$ cat src/rtl/instr_fetch_unit_pkg.sv
// Shared constants and types for the instruction fetch unit.
// Field slices assume the default 19-bit instruction layout.
package instr_fetch_unit_pkg;

    localparam int unsigned INSTR_W_DEF = 19;
    localparam int unsigned OPC_W_DEF   = 5;
    localparam int unsigned ADDR_W_DEF  = 16;

    localparam logic [INSTR_W_DEF-1:0] NOP_INSTR = '0;

    localparam int unsigned FIELD_W     = 7;
    localparam int unsigned FIELD_A_MSB = 13;
    localparam int unsigned FIELD_A_LSB = 7;
    localparam int unsigned FIELD_B_MSB = 6;
    localparam int unsigned FIELD_B_LSB = 0;

    typedef enum logic {
        F_IDLE,
        F_REQ
    } fetch_state_t;

endpackage

$ cat src/rtl/instr_fetch_unit_program_counter.sv
// Program counter with load-over-increment priority and wrap-around.
// Commands are only honoured while i_accept is high.
module instr_fetch_unit_program_counter #(
    parameter int unsigned ADDR_W   = 16,
    parameter int unsigned RESET_PC = 0
) (
    input  logic              i_clk,
    input  logic              i_rst,
    input  logic              i_accept,
    input  logic              i_load,
    input  logic              i_inc,
    input  logic [ADDR_W-1:0] i_pc_in,
    output logic [ADDR_W-1:0] o_pc
);

    logic [ADDR_W-1:0] r_pc;
    logic [ADDR_W-1:0] w_pc_nxt;

    always_comb begin
        w_pc_nxt = r_pc;
        if (i_accept) begin
            if (i_load) begin
                w_pc_nxt = i_pc_in;
            end else if (i_inc) begin
                w_pc_nxt = r_pc + 1'b1;
            end
        end
    end

    always_ff @(posedge i_clk or posedge i_rst) begin
        if (i_rst) begin
            r_pc <= ADDR_W'(RESET_PC);
        end else begin
            r_pc <= w_pc_nxt;
        end
    end

    assign o_pc = r_pc;

endmodule

$ cat src/rtl/instr_fetch_unit.sv
// Fetch responder: owns PC and IR, reads IMEM over req/ack with a timeout,
// and exposes the decoded IR fields to the control unit.
module instr_fetch_unit
    import instr_fetch_unit_pkg::*;
#(
    parameter int unsigned INSTR_W  = INSTR_W_DEF,
    parameter int unsigned OPC_W    = OPC_W_DEF,
    parameter int unsigned ADDR_W   = ADDR_W_DEF,
    parameter int unsigned RESET_PC = 0,
    parameter int unsigned TIMEOUT  = 15
) (
    input  logic               i_clk,
    input  logic               i_rst,
    input  logic               i_en,
    input  logic               i_load_ir,
    input  logic               i_inc_pc,
    input  logic               i_load_pc,
    input  logic [ADDR_W-1:0]  i_pc_in,
    output logic               o_im_req,
    output logic [ADDR_W-1:0]  o_im_addr,
    input  logic               i_im_ack,
    input  logic [INSTR_W-1:0] i_im_rdata,
    output logic [ADDR_W-1:0]  o_pc,
    output logic [INSTR_W-1:0] o_ir,
    output logic [OPC_W-1:0]   o_opcode,
    output logic [FIELD_W-1:0] o_field_a,
    output logic [FIELD_W-1:0] o_field_b,
    output logic               o_ir_valid,
    output logic               o_busy,
    output logic               o_fetch_err
);

    localparam int unsigned TMO_W = (TIMEOUT > 1) ? $clog2(TIMEOUT) : 1;
    localparam logic [TMO_W-1:0] TMO_LAST = TMO_W'(TIMEOUT - 1);

    fetch_state_t       r_state, w_state_nxt;
    logic               r_im_req, w_im_req_nxt;
    logic [ADDR_W-1:0]  r_im_addr, w_im_addr_nxt;
    logic [INSTR_W-1:0] r_ir, w_ir_nxt;
    logic               r_ir_valid, w_ir_valid_nxt;
    logic               r_fetch_err, w_fetch_err_nxt;
    logic [TMO_W-1:0]   r_tmo_cnt, w_tmo_cnt_nxt;
    logic [ADDR_W-1:0]  w_pc;
    logic               w_pc_accept;

    // PC commands are dropped while a fetch is outstanding or the block is disabled.
    assign w_pc_accept = i_en && (r_state == F_IDLE);

    instr_fetch_unit_program_counter #(
        .ADDR_W   (ADDR_W),
        .RESET_PC (RESET_PC)
    ) u_program_counter (
        .i_clk    (i_clk),
        .i_rst    (i_rst),
        .i_accept (w_pc_accept),
        .i_load   (i_load_pc),
        .i_inc    (i_inc_pc),
        .i_pc_in  (i_pc_in),
        .o_pc     (w_pc)
    );

    always_comb begin
        w_state_nxt     = r_state;
        w_im_req_nxt    = r_im_req;
        w_im_addr_nxt   = r_im_addr;
        w_ir_nxt        = r_ir;
        w_ir_valid_nxt  = r_ir_valid;
        w_tmo_cnt_nxt   = r_tmo_cnt;
        w_fetch_err_nxt = 1'b0;

        if (!i_en) begin
            w_state_nxt    = F_IDLE;
            w_im_req_nxt   = 1'b0;
            w_ir_valid_nxt = 1'b0;
            w_tmo_cnt_nxt  = '0;
        end else begin
            unique case (r_state)
                F_IDLE: begin
                    if (i_load_ir) begin
                        w_im_addr_nxt  = w_pc;
                        w_im_req_nxt   = 1'b1;
                        w_ir_valid_nxt = 1'b0;
                        w_tmo_cnt_nxt  = '0;
                        w_state_nxt    = F_REQ;
                    end
                end
                F_REQ: begin
                    // An ACK arriving on the timeout edge still completes normally.
                    if (i_im_ack) begin
                        w_ir_nxt       = i_im_rdata;
                        w_ir_valid_nxt = 1'b1;
                        w_im_req_nxt   = 1'b0;
                        w_state_nxt    = F_IDLE;
                    end else if (r_tmo_cnt == TMO_LAST) begin
                        w_ir_nxt        = INSTR_W'(NOP_INSTR);
                        w_ir_valid_nxt  = 1'b0;
                        w_im_req_nxt    = 1'b0;
                        w_fetch_err_nxt = 1'b1;
                        w_state_nxt     = F_IDLE;
                    end else begin
                        w_tmo_cnt_nxt = r_tmo_cnt + 1'b1;
                    end
                end
                default: w_state_nxt = F_IDLE;
            endcase
        end
    end

    always_ff @(posedge i_clk or posedge i_rst) begin
        if (i_rst) begin
            r_state     <= F_IDLE;
            r_im_req    <= 1'b0;
            r_im_addr   <= '0;
            r_ir        <= '0;
            r_ir_valid  <= 1'b0;
            r_fetch_err <= 1'b0;
            r_tmo_cnt   <= '0;
        end else begin
            r_state     <= w_state_nxt;
            r_im_req    <= w_im_req_nxt;
            r_im_addr   <= w_im_addr_nxt;
            r_ir        <= w_ir_nxt;
            r_ir_valid  <= w_ir_valid_nxt;
            r_fetch_err <= w_fetch_err_nxt;
            r_tmo_cnt   <= w_tmo_cnt_nxt;
        end
    end

    assign o_im_req    = r_im_req;
    assign o_im_addr   = r_im_addr;
    assign o_pc        = w_pc;
    assign o_ir        = r_ir;
    assign o_opcode    = r_ir[INSTR_W-1 -: OPC_W];
    assign o_field_a   = r_ir[FIELD_A_MSB:FIELD_A_LSB];
    assign o_field_b   = r_ir[FIELD_B_MSB:FIELD_B_LSB];
    assign o_ir_valid  = r_ir_valid;
    assign o_busy      = (r_state == F_REQ);
    assign o_fetch_err = r_fetch_err;

endmodule

$ cat config.mk
export PLATFORM = sky130hd
export DESIGN_NAME = instr_fetch_unit
export DESIGN_NICKNAME = d
export VERILOG_FILES = /design/src/rtl/instr_fetch_unit_pkg.sv /design/src/rtl/instr_fetch_unit_program_counter.sv /design/src/rtl/instr_fetch_unit.sv
export SDC_FILE = /design/constraint.sdc
export NUM_CORES = 1
export LEC_CHECK = 0
export CORE_MARGIN = 2
export CORE_UTILIZATION = 35
export DETAILED_ROUTE_END_ITERATION = 8
export PLACE_DENSITY = 0.72
export SLEW_MARGIN = 5
export SYNTH_ARGS = -nofsm -noshare
export SYNTH_HDL_FRONTEND = slang
export SYNTH_HIERARCHICAL = 1
export SYNTH_SLANG_ARGS = --single-unit
$ cat constraint.sdc
create_clock -name i_clk -period 1.55 [get_ports i_clk]
set_input_delay 0.31 -clock i_clk [delete_from_list [all_inputs] [get_ports i_clk]]
set_output_delay 0.31 -clock i_clk [all_outputs]
set_load 0.005 [all_outputs]
==> impl_metrics.xml <==
<?xml version="1.0" encoding="UTF-8"?>
<metrics>
  <group name="sta">
    <metric name="rsz0062_at_grt" unit="">true</metric>
    <metric name="report.final.setup_viol" unit="">0</metric>
    <metric name="max_clock_freq" unit="MHz">651</metric>
    <metric name="slew-limit-headroom" unit="%">70.2</metric>
    <metric name="timing_max_transition_violations_final" unit="">0</metric>
    <metric name="min_period_over_period" unit="%">99.0</metric>
    <metric name="final.hold.worst_slack" unit="ns">0.371</metric>
    <metric name="hold_viol_final" unit="">0</metric>
    <metric name="clock_skew" unit="ns">0.00724</metric>
    <metric name="final.min_clock_period" unit="ns">1.54</metric>
    <metric name="worst_pin_slew" unit="ns">0.446</metric>
  </group>
  <group name="clock_tree">
    <metric name="cts.htree.levels" unit="">3</metric>
    <metric name="root_buffer" unit="">clkbuf_8</metric>
    <metric name="cts_buffers" unit="">9</metric>
    <metric name="clock_sink_count" unit="">59</metric>
    <metric name="clkTransAtPathRegs" unit="ns">0.07</metric>
    <metric name="clock_tree_from_tritoncts" unit="">built</metric>
    <metric name="cts_buffer_depth" unit="">2</metric>
    <metric name="clk-insertion-delay-late" unit="ns">0.33</metric>
  </group>
  <group name="power_and_ir_drop">
    <metric name="power_report.internal_total" unit="mW">4.31</metric>
    <metric name="p_per_area" unit="mW/mm²">1170</metric>
    <metric name="power.ir.vdd_worst" unit="µV">433</metric>
    <metric name="power" unit="mW">5.96</metric>
    <metric name="switching_power" unit="mW">1.65</metric>
    <metric name="netSwitchingFraction" unit="%">27.7</metric>
    <metric name="cellLeakagePower" unit="nW">2.64</metric>
    <metric name="seqPwrFrac" unit="%">35.8</metric>
    <metric name="share_clk_of_total_power" unit="%">26.7</metric>
    <metric name="comb_power_share" unit="%">37.6</metric>
  </group>
  <group name="layout">
    <metric name="layout-area-overhead-vs-synth" unit="%">65.2</metric>
    <metric name="num-fill-cells" unit="">736</metric>
    <metric name="post-route-util" unit="%">59.0</metric>
    <metric name="nNetsFinal" unit="">496</metric>
    <metric name="stdcell_count" unit="">564</metric>
    <metric name="final_design_area_no_fill" unit="mm²">0.00510</metric>
    <metric name="layout-drive-gt1-share" unit="%">30.3</metric>
    <metric name="number_of_antenna_repair_diodes" unit="">0</metric>
  </group>
  <group name="outcome">
    <metric name="run_status" unit="">completed</metric>
  </group>
  <group name="die">
    <metric name="design.die.area" unit="mm²">0.00958</metric>
    <metric name="row_count" unit="">34</metric>
    <metric name="die_height" unit="µm">97.9</metric>
    <metric name="io_pins" unit="">116</metric>
    <metric name="die_x" unit="µm">97.9</metric>
    <metric name="coreArea" unit="mm²">0.00864</metric>
    <metric name="start_util" unit="%">35.7</metric>
  </group>
  <group name="routing">
    <metric name="detail_route.first_pass.iterations" unit="">4</metric>
    <metric name="detail_route.drc_violations" unit="">0</metric>
    <metric name="wl_met2" unit="µm">4580</metric>
    <metric name="routedWlPerCell" unit="µm">16.5</metric>
    <metric name="met3WireLength" unit="µm">605</metric>
    <metric name="detail_route.wirelength" unit="µm">9330</metric>
    <metric name="dr.max_layer_used" unit="">met4</metric>
    <metric name="detail_route.iter0.violations" unit="">131</metric>
    <metric name="postRouteAntennaNets" unit="">0</metric>
    <metric name="via_count" unit="">2911</metric>
    <metric name="met1Wirelength" unit="µm">3970</metric>
    <metric name="post_drt_via_cell_ratio" unit="">5.16</metric>
  </group>
  <group name="worst_setup_path">
    <metric name="crit_path_cell_trace" unit="">clkdlybuf4s50_1</metric>
    <metric name="critical_setup_path_kind" unit="">register to output port</metric>
    <metric name="worst_ep_arrival_time" unit="ns">1.23</metric>
    <metric name="cpMaxStageDelayCell" unit="">clkdlybuf4s50_1</metric>
    <metric name="path_max_fanout" unit="">3</metric>
    <metric name="worst_r2r_path_depth" unit="">6</metric>
    <metric name="timing.critical_path.max_delay_family" unit="">buffers and inverters</metric>
    <metric name="startpoint_type" unit="">register</metric>
    <metric name="startpoint_of_the_worst_slack_reg_to_reg_timing_path" unit="">u_program_counter/o_pc[1]</metric>
    <metric name="required" unit="ns">1.24</metric>
    <metric name="ff2ff_setup_slack" unit="ns">0.03</metric>
    <metric name="crit_path_max_incr_delay" unit="ns">0.52</metric>
    <metric name="end_kind" unit="">output port</metric>
    <metric name="worstReg2RegEnd" unit="">u_program_counter/o_pc[8]</metric>
    <metric name="cp_num_buf_inv" unit="">1</metric>
  </group>
  <group name="place">
    <metric name="gp_congestion" unit="">0.901</metric>
    <metric name="placement.cell_area" unit="mm²">0.00451</metric>
    <metric name="dpl.cell_count" unit="">518</metric>
    <metric name="io_buffer_count" unit="">115</metric>
    <metric name="dp_hpwl" unit="µm">6450</metric>
  </group>
  <group name="yosys">
    <metric name="postSynthCellCount" unit="">282</metric>
    <metric name="synth_seq_area_share" unit="%">47.9</metric>
    <metric name="syn_area_per_cell" unit="µm²">10.9</metric>
    <metric name="synth_ff_type" unit="">dfrtp_1</metric>
    <metric name="mappedNetlistNets" unit="">327</metric>
    <metric name="postSynthRegisterBits" unit="">59</metric>
    <metric name="yosysWarnings" unit="">6</metric>
    <metric name="synth.lib_cells_used.distinct" unit="">58</metric>
    <metric name="synth_enable_flop_cells" unit="">0</metric>
    <metric name="mappedNetlistArea" unit="mm²">0.00309</metric>
    <metric name="async_reset_ff_share" unit="%">100</metric>
  </group>
  <group name="grt">
    <metric name="grt_pass1_wl" unit="µm">14800</metric>
    <metric name="groute.usage.overall" unit="%">19.1</metric>
    <metric name="grt_start_max_net_pins" unit="">24</metric>
    <metric name="grt_antenna_before_repair" unit="">0</metric>
    <metric name="grt.overflow.total" unit="">0</metric>
    <metric name="grt_pass1_vias" unit="">2937</metric>
  </group>
  <group name="run">
    <metric name="max_capacitance_violation_count" unit="">0</metric>
  </group>
  <group name="worst_hold_path">
    <metric name="hp-class" unit="">input port to asynchronous set/reset pin</metric>
  </group>
</metrics>
==> logic make-up after synthesis <==
| kind of cell | count (synthesis) | share of synthesized area, % |
|---|---|---|
| fa+ha+maj | 3 | 1.22 |
| buf+inv | 43 | 8.80 |
| mux | 21 | 8.72 |
| flops | 59 | 47.9 |
| simple gates | 86 | 16.7 |
| compound gates | 70 | 16.7 |
==> power by group through the flow <==
stage / combinational (mW) / sequential (mW) / clock (mW)
floorplan: 0.787 / 2.23 / 0
global placement: 1.94 / 2.23 / 0
detailed placement: 1.98 / 2.24 / 0
CTS: 2.20 / 2.13 / 1.63
global route: 2.40 / 2.18 / 1.69
finish: 2.24 / 2.13 / 1.59
==> routing by layer <==
metal,up-vias,track usage [%]
met5,-,0
met4,0,7.59
met3,13,4.22
met2,118,32.2
met1,1418,23.8
li1,1362,-
==> state kept, by name (all words and copies together) (netlist names) <==
name and cells:
o_busy 1, o_fetch_err 1, o_im_addr 16, o_im_req 1
o_ir 19, o_ir_valid 1, r_tmo_cnt 4, u_program_counter/o_pc 16
==> worst min-delay path: stages <==
cell and delay (ns):
clkdlybuf4s50_1 0.45, inv_1 0.07, buf_4 0.25
==> metrics by stage <==
stage | setup TNS (ns) | setup slack [ns]
after floorplan | 0 | 0.0172
after global placement | -9.51 | -0.245
after detailed placement | -9.88 | -0.269
after CTS | 0 | 0.000930
after global routing | -0.0820 | -0.0316
final | 0 | 0.0149
==> area by class of cell <==
cell class | instances | area [µm²] | area share [%]
clock inverters | 4 | 72.6 | 1.42
multi-input cells | 180 | 1380 | 27.1
well taps | 108 | 135 | 2.65
flip-flops and latches | 59 | 1490 | 29.2
repair buffers | 191 | 1830 | 35.8
inverters | 10 | 37.5 | 0.736
clock buffers | 12 | 155 | 3.04
==> what timing repair did <==
action,in CTS,in global routing
gates resized for setup,22,47
setup buffers,20,10
hold buffers,0,0
pin swaps,1,5
endpoints found under the setup margin,29,48
==> cell usage after synthesis (all sizes together), types with 4 or more instances <==
| library cell | number | share of area [%] |
|---|---|---|
| o21ai | 10 | 1.7 |
| a21oi | 14 | 2.4 |
| nand2 | 15 | 2.1 |
| nor3 | 8 | 1.3 |
| mux2 | 17 | 7.4 |
| mux2i | 4 | 1.3 |
| dfrtp | 59 | 48 |
| nand3 | 16 | 2.9 |
| buf | 31 | 7.3 |
| nor4 | 6 | 1.4 |
| nor2b | 9 | 1.9 |
| a22o | 19 | 5.4 |
| nor2 | 10 | 1.5 |
| nand4 | 7 | 1.9 |
| inv | 10 | 1.2 |
| o21a | 4 | 0.97 |
==> cell usage in the layout (no fill, tap or decap), types with 3 or more instances in the layout <==
| cell | synthesis | final |
|---|---|---|
| a21oi_1 | 13 | 13 |
| a22o_1 | 19 | 19 |
| a31oi_1 | 3 | 3 |
| and3_1 | 3 | 3 |
| buf_4 | 19 | 71 |
| buf_6 | 4 | 4 |
| clkbuf_8 | 0 | 11 |
| clkdlybuf4s50_1 | 0 | 66 |
| dfrtp_1 | 59 | 49 |
| dfrtp_2 | 0 | 10 |
| dlygate4sd2_1 | 0 | 12 |
| dlymetal6s2s_1 | 0 | 37 |
| inv_1 | 10 | 9 |
| mux2_2 | 6 | 6 |
| mux2_4 | 10 | 10 |
| mux2i_1 | 4 | 4 |
| nand2_1 | 14 | 13 |
| nand3_1 | 14 | 14 |
| nand4_1 | 6 | 6 |
| nor2_1 | 8 | 7 |
| nor2b_1 | 8 | 8 |
| nor3_1 | 8 | 8 |
| nor4_1 | 5 | 3 |
| nor4_2 | 1 | 3 |
| o21a_1 | 4 | 3 |
| o21ai_0 | 5 | 5 |
| o21ai_1 | 4 | 4 |
==> worst max path at each step <==
stage                                    startpoint                          to  slack [ns]  depth (start not counted)
after floorplan                                i_en  u_program_counter/o_pc[10]        0.02                          6
after global placement                    i_load_pc   u_program_counter/o_pc[8]       -0.25                          5
after detailed placement                  i_load_pc  u_program_counter/o_pc[13]       -0.27                          6
after CTS                              o_im_addr[6]                o_im_addr[6]      0.0009                          1
after global routing      u_program_counter/o_pc[1]   u_program_counter/o_pc[8]       -0.03                          6
final                                      o_ir[16]                 o_opcode[2]        0.01                          1
(Power assumes the default switching activity.)
==> RTL change 1, RTL diff (same flow settings) <==
Remove the register `r_fetch_err`: a continuous assignment takes its place, so the output `o_fetch_err` follows one clock earlier.
--- a/src/rtl/instr_fetch_unit.sv
+++ b/src/rtl/instr_fetch_unit.sv
@@ -115,3 +115,2 @@
             r_ir_valid  <= 1'b0;
-            r_fetch_err <= 1'b0;
             r_tmo_cnt   <= '0;
@@ -123,3 +122,2 @@
             r_ir_valid  <= w_ir_valid_nxt;
-            r_fetch_err <= w_fetch_err_nxt;
             r_tmo_cnt   <= w_tmo_cnt_nxt;
@@ -127,2 +125,4 @@
     end
+
+    assign r_fetch_err = w_fetch_err_nxt;
 
Behaviour: no difference found for any inputs over 4 cycles, from zero or initial values and one cycle with i_rst high; that may be too few to reach the edited logic, so the function may still have changed.
==> RTL change 1 against the unedited design <==
The flow now finishes with violations (negative setup slack); non-clock buffer count increased by 4; design area decreased by 0.22%; global-route usage decreased by 0.99 points; wire length decreased by 5.0%; clock skew increased by 0.0011 ns; core utilization increased by 0.16 points; total power decreased by 0.47%; area after synthesis decreased by 0.81%; sequential cell count decreased by 1; worst hold slack got worse by 0.029 ns; synthesized cell count decreased by 0.35%; combinational power increased by 3%; setup slack got worse by 0.060 ns; critical endpoint is now o_fetch_err; largest cell class unchanged.
==> RTL change 1: results (changes against the unedited design) <==
\begin{tabular}{lr}
\hline
Metric & Value \\
\hline
\multicolumn{2}{l}{\textbf{Yosys}} \\
\quad Top post-synthesis cells by count & 58 x dfrtp\_1, 19 x a22o\_1, 19 x buf\_4, 14 x nand2\_1, 14 x nand3\_1 \\
\quad Synth area leaders & dfrtp\_1 47\%, a22o\_1 5.4\%, mux2\_4 4.9\% \\
\quad Part of the Yosys area used for sequential elements & 47.4\% (-0.43 points) \\
\multicolumn{2}{l}{\textbf{Global route}} \\
\quad Maximum number of pins on one net before global-route repair & 29 (+21\%) \\
\quad Met2 Usage GRT & 30.2\% (-2.1 points) \\
\quad Global-route wire length before repair & 13900 µm (-5.8\%) \\
\quad Overall track demand over capacity in global routing & 18.1\% (-0.99 points) \\
\multicolumn{2}{l}{\textbf{Layout}} \\
\quad Layout cells sized above 1 & 31.4\% (+1.1 points) \\
\quad Total number of nets in the final design & 499 (+0.60\%) \\
\quad Fillers & 750 (+1.9\%) \\
\multicolumn{2}{l}{\textbf{Detailed routing}} \\
\quad Post-Route M1 WL & 3820 µm (-3.9\%) \\
\quad DRC marker count from the first detailed-route iteration & 112 (-15\%) \\
\multicolumn{2}{l}{\textbf{Worst setup path}} \\
\quad Kind of cell adding the most delay to the critical path & flip-flops \\
\quad CP Max Fanout & 2 (-1) \\
\quad R2R setup slack & -0.01 ns (-0.04 ns) \\
\quad Cell with the largest stage delay on the worst path & dfrtp\_1 \\
\multicolumn{2}{l}{\textbf{Power and ir drop}} \\
\quad Power density over the cells & 1170 nW/µm² (-0.25\%) \\
\quad Clock Power Share & 26.1\% (-0.6 points) \\
\multicolumn{2}{l}{\textbf{Status}} \\
\quad Run status & complete, but fails checks \\
\quad Failing checks & negative setup slack \\
\multicolumn{2}{l}{\textbf{Place}} \\
\quad Weighted congestion reported at the end of routability-driven placement & 0.857 (-5.0\%) \\
\multicolumn{2}{l}{\textbf{STA}} \\
\quad Setup WS post-layout & -0.0447 ns (-0.0596 ns) \\
\quad Endpoints failing setup & 2 (+2) \\
\quad Final clock skew & 0.00837 ns (+0.00113 ns) \\
\multicolumn{2}{l}{\textbf{Clocking}} \\
\quad Count of buffers added by post-CTS timing repair for setup & 23 (+15\%) \\
\hline
\end{tabular}
-- RTL change 1: changes by cell type after synthesis --
| cell | before | now |
|---|---|---|
| dfrtp_1 | 59 | 58 |
-- RTL change 1: through the flow --
stage,setup WS [ns],hold WS (ns),utilization [%]
CTS,-0.0816,0.339,56.5
floorplan,0.0172,0.224,-
global route,-0.152,0.375,59.2
finish,-0.0447,0.342,59.2
global placement,-0.482,0.492,51.9
detailed placement,-0.495,0.495,51.9
-- RTL change 1: tightest hold or removal path, cell delays in order --
cell and delay, ns:
clkdlybuf4s50_1 0.43, inv_1 0.06, buf_4 0.24
-- RTL change 1: final cells by class --
type / count / area (µm²) / area share (%)
timing repair buffer: 195 / 1830 / 35.9
multi-input combinational: 180 / 1400 / 27.6
inverter: 10 / 37.5 / 0.738
clock inverter: 5 / 77.6 / 1.53
sequential: 58 / 1460 / 28.8
clock buffer: 11 / 141 / 2.78
tap: 108 / 135 / 2.66
==> RTL change 2, RTL diff (same settings) <==
Made on the original files. Set the parameter `TIMEOUT` to 16 (it was 15).
--- a/src/rtl/instr_fetch_unit.sv
+++ b/src/rtl/instr_fetch_unit.sv
@@ -9,3 +9,3 @@
     parameter int unsigned RESET_PC = 0,
-    parameter int unsigned TIMEOUT  = 15
+    parameter int unsigned TIMEOUT  = 16
 ) (
Function: same outputs for any inputs over 4 cycles, from zero or initial values and one cycle with i_rst high; that may be too few to reach the edited logic, so the function may still have changed.
==> RTL change 2 against the unedited design <==
Wire length shrank 1.6%; critical path depth increased by 5; core utilization up 0.70 points; synthesized cell count shrank 0.35%; total power is 0.41% lower; first-iteration DRC count shrank 20%; setup slack better by 0.0043 ns; area after synthesis unchanged; sequential cell count did not move; design area is 1.2% higher.
==> RTL change 2: results (changes against the unedited design) <==
\begin{tabular}{lr}
\hline
Metric & Value \\
\hline
\multicolumn{2}{l}{\textbf{Yosys}} \\
\quad Number of distinct library cell variants in the gate-level netlist after synthesis & 60 (+3.4\%) \\
\quad Post-Syn Nets & 325 (-0.61\%) \\
\quad Post-synthesis compound-gate area fraction & 17.7\% (+0.93 points) \\
\quad Top post-synthesis cells by count & 59 x dfrtp\_1, 21 x buf\_4, 19 x a22o\_1 \\
\quad Synth area leaders & dfrtp\_1 48\%, a22o\_1 5.4\%, buf\_4 5.1\% \\
\quad Post-synthesis share of cell area spent on full adders, half adders and majority gates & 0.811\% (-0.41 points) \\
\multicolumn{2}{l}{\textbf{Global route}} \\
\quad Overall track demand over capacity in global routing & 18.8\% (-0.25 points) \\
\quad Global-route wire length before repair & 14500 µm (-1.9\%) \\
\quad Maximum number of pins on one net before global-route repair & 27 (+13\%) \\
\quad Via count of the first global-routing pass & 2874 (-2.1\%) \\
\multicolumn{2}{l}{\textbf{Power and ir drop}} \\
\quad Pleak & 2.73 nW (+3.3\%) \\
\quad Max rail drop VDD & 420 µV (-3.0\%) \\
\multicolumn{2}{l}{\textbf{Worst setup path}} \\
\quad Kind of cell adding the most delay to the critical path & simple AND/OR/NAND/NOR gates \\
\quad Data arrival time of the worst path & 1.76 ns (+0.53 ns) \\
\quad Cell with the largest stage delay on the worst path & dfrtp\_1 \\
\quad Type of the setup path with the least slack & reg -> reg \\
\quad CP Max Fanout & 4 (+1) \\
\quad Startpoint of the most critical register-to-register path & u\_program\_counter/o\_pc[6] \\
\multicolumn{2}{l}{\textbf{Layout}} \\
\quad Fillers & 712 (-3.3\%) \\
\quad Total number of nets in the final design & 498 (+0.40\%) \\
\quad Layout cells sized above 1 & 31.4\% (+1.1 points) \\
\multicolumn{2}{l}{\textbf{Detailed routing}} \\
\quad Avg Vias per Cell & 5.13 (-0.56\%) \\
\quad Post-detailed-route wirelength per cell & 16.2 µm (-2.1\%) \\
\quad DRC marker count from the first detailed-route iteration & 105 (-20\%) \\
\multicolumn{2}{l}{\textbf{Place}} \\
\quad Placed cell count & 511 (-1.4\%) \\
\quad Weighted congestion reported at the end of routability-driven placement & 0.893 (-0.97\%) \\
\multicolumn{2}{l}{\textbf{STA}} \\
\quad Final clock skew & 0.00640 ns (-0.000839 ns) \\
\multicolumn{2}{l}{\textbf{Status}} \\
\quad Run status & complete, no violations \\
\hline
\end{tabular}
RTL change 2: final timing paths:
kind                                              endpoint  slack [ns]  cells after the start
min in group i_clk                           o_im_addr[13]        0.51                      1
max in group asynchronous                           o_busy        0.91                      3
worst max-delay path            u_program_counter/o_pc[14]        0.02                      6
worst max register to register  u_program_counter/o_pc[14]        0.02                      6
worst min-delay path                               o_ir[1]        0.33                      3
worst min register to register               o_im_addr[13]        0.51                      1
RTL change 2: power by group:
part / leakage [nW] / total (mW) / internal (mW) / switching [mW]
Clock: 0.110 / 1.51 / 0.894 / 0.616
Combinational: 1.91 / 2.30 / 1.46 / 0.841
Sequential: 0.716 / 2.12 / 1.89 / 0.230
RTL change 2: cell type report:
cell class	count	share of cell area (%)
Tap cell	108	2.62
Inverter	8	0.582
Clock inverter	6	1.55
Multi-Input combinational cell	180	27.6
Timing Repair Buffer	196	36.3
Clock buffer	10	2.47
Sequential cell	59	28.8
RTL change 2: tightest hold or removal path, cell delays in order:
cell and delay [ns]:
clkdlybuf4s50_1 0.43, inv_2 0.06, buf_4 0.23
RTL change 2: cell families (layout without fill, tap and decap cells):
group           count (synthesis)  count (layout)
fa+ha+maj                       2               2
compound gates                 73              73
flops                          59              59
simple gates                   84              84
buf+inv                        42             220
mux                            21              21
RTL change 2: per-layer routing:
metal	global-route usage, %	up-vias	share of wire (%)
met4	6.62	0	1.5
met5	0	-	0
li1	-	1376	-
met2	31.4	113	49
met1	24.0	1408	44
met3	4.44	13	5.9
RTL change 2: repair_timing:
action                                 4_1_cts  5_1_grt
setup buffers                               27       14
setup endpoints to repair                   34       63
pin swaps                                    0        6
endpoints found under the hold margin        0        0
resized for setup                           26       54
RTL change 2: per-stage QoR:
step	cell area (µm²)	total power, mW	hold WS (ns)	setup slack (ns)	utilization (%)
finish	5160	5.94	0.329	0.0192	59.7
global placement	4470	4.15	0.490	-0.221	51.8
global route	5160	6.28	0.358	-0.111	59.7
detailed placement	4470	4.21	0.499	-0.276	51.8
CTS	4890	5.92	0.333	0.00160	56.6
floorplan	3090	3.01	0.224	-0.0154	-
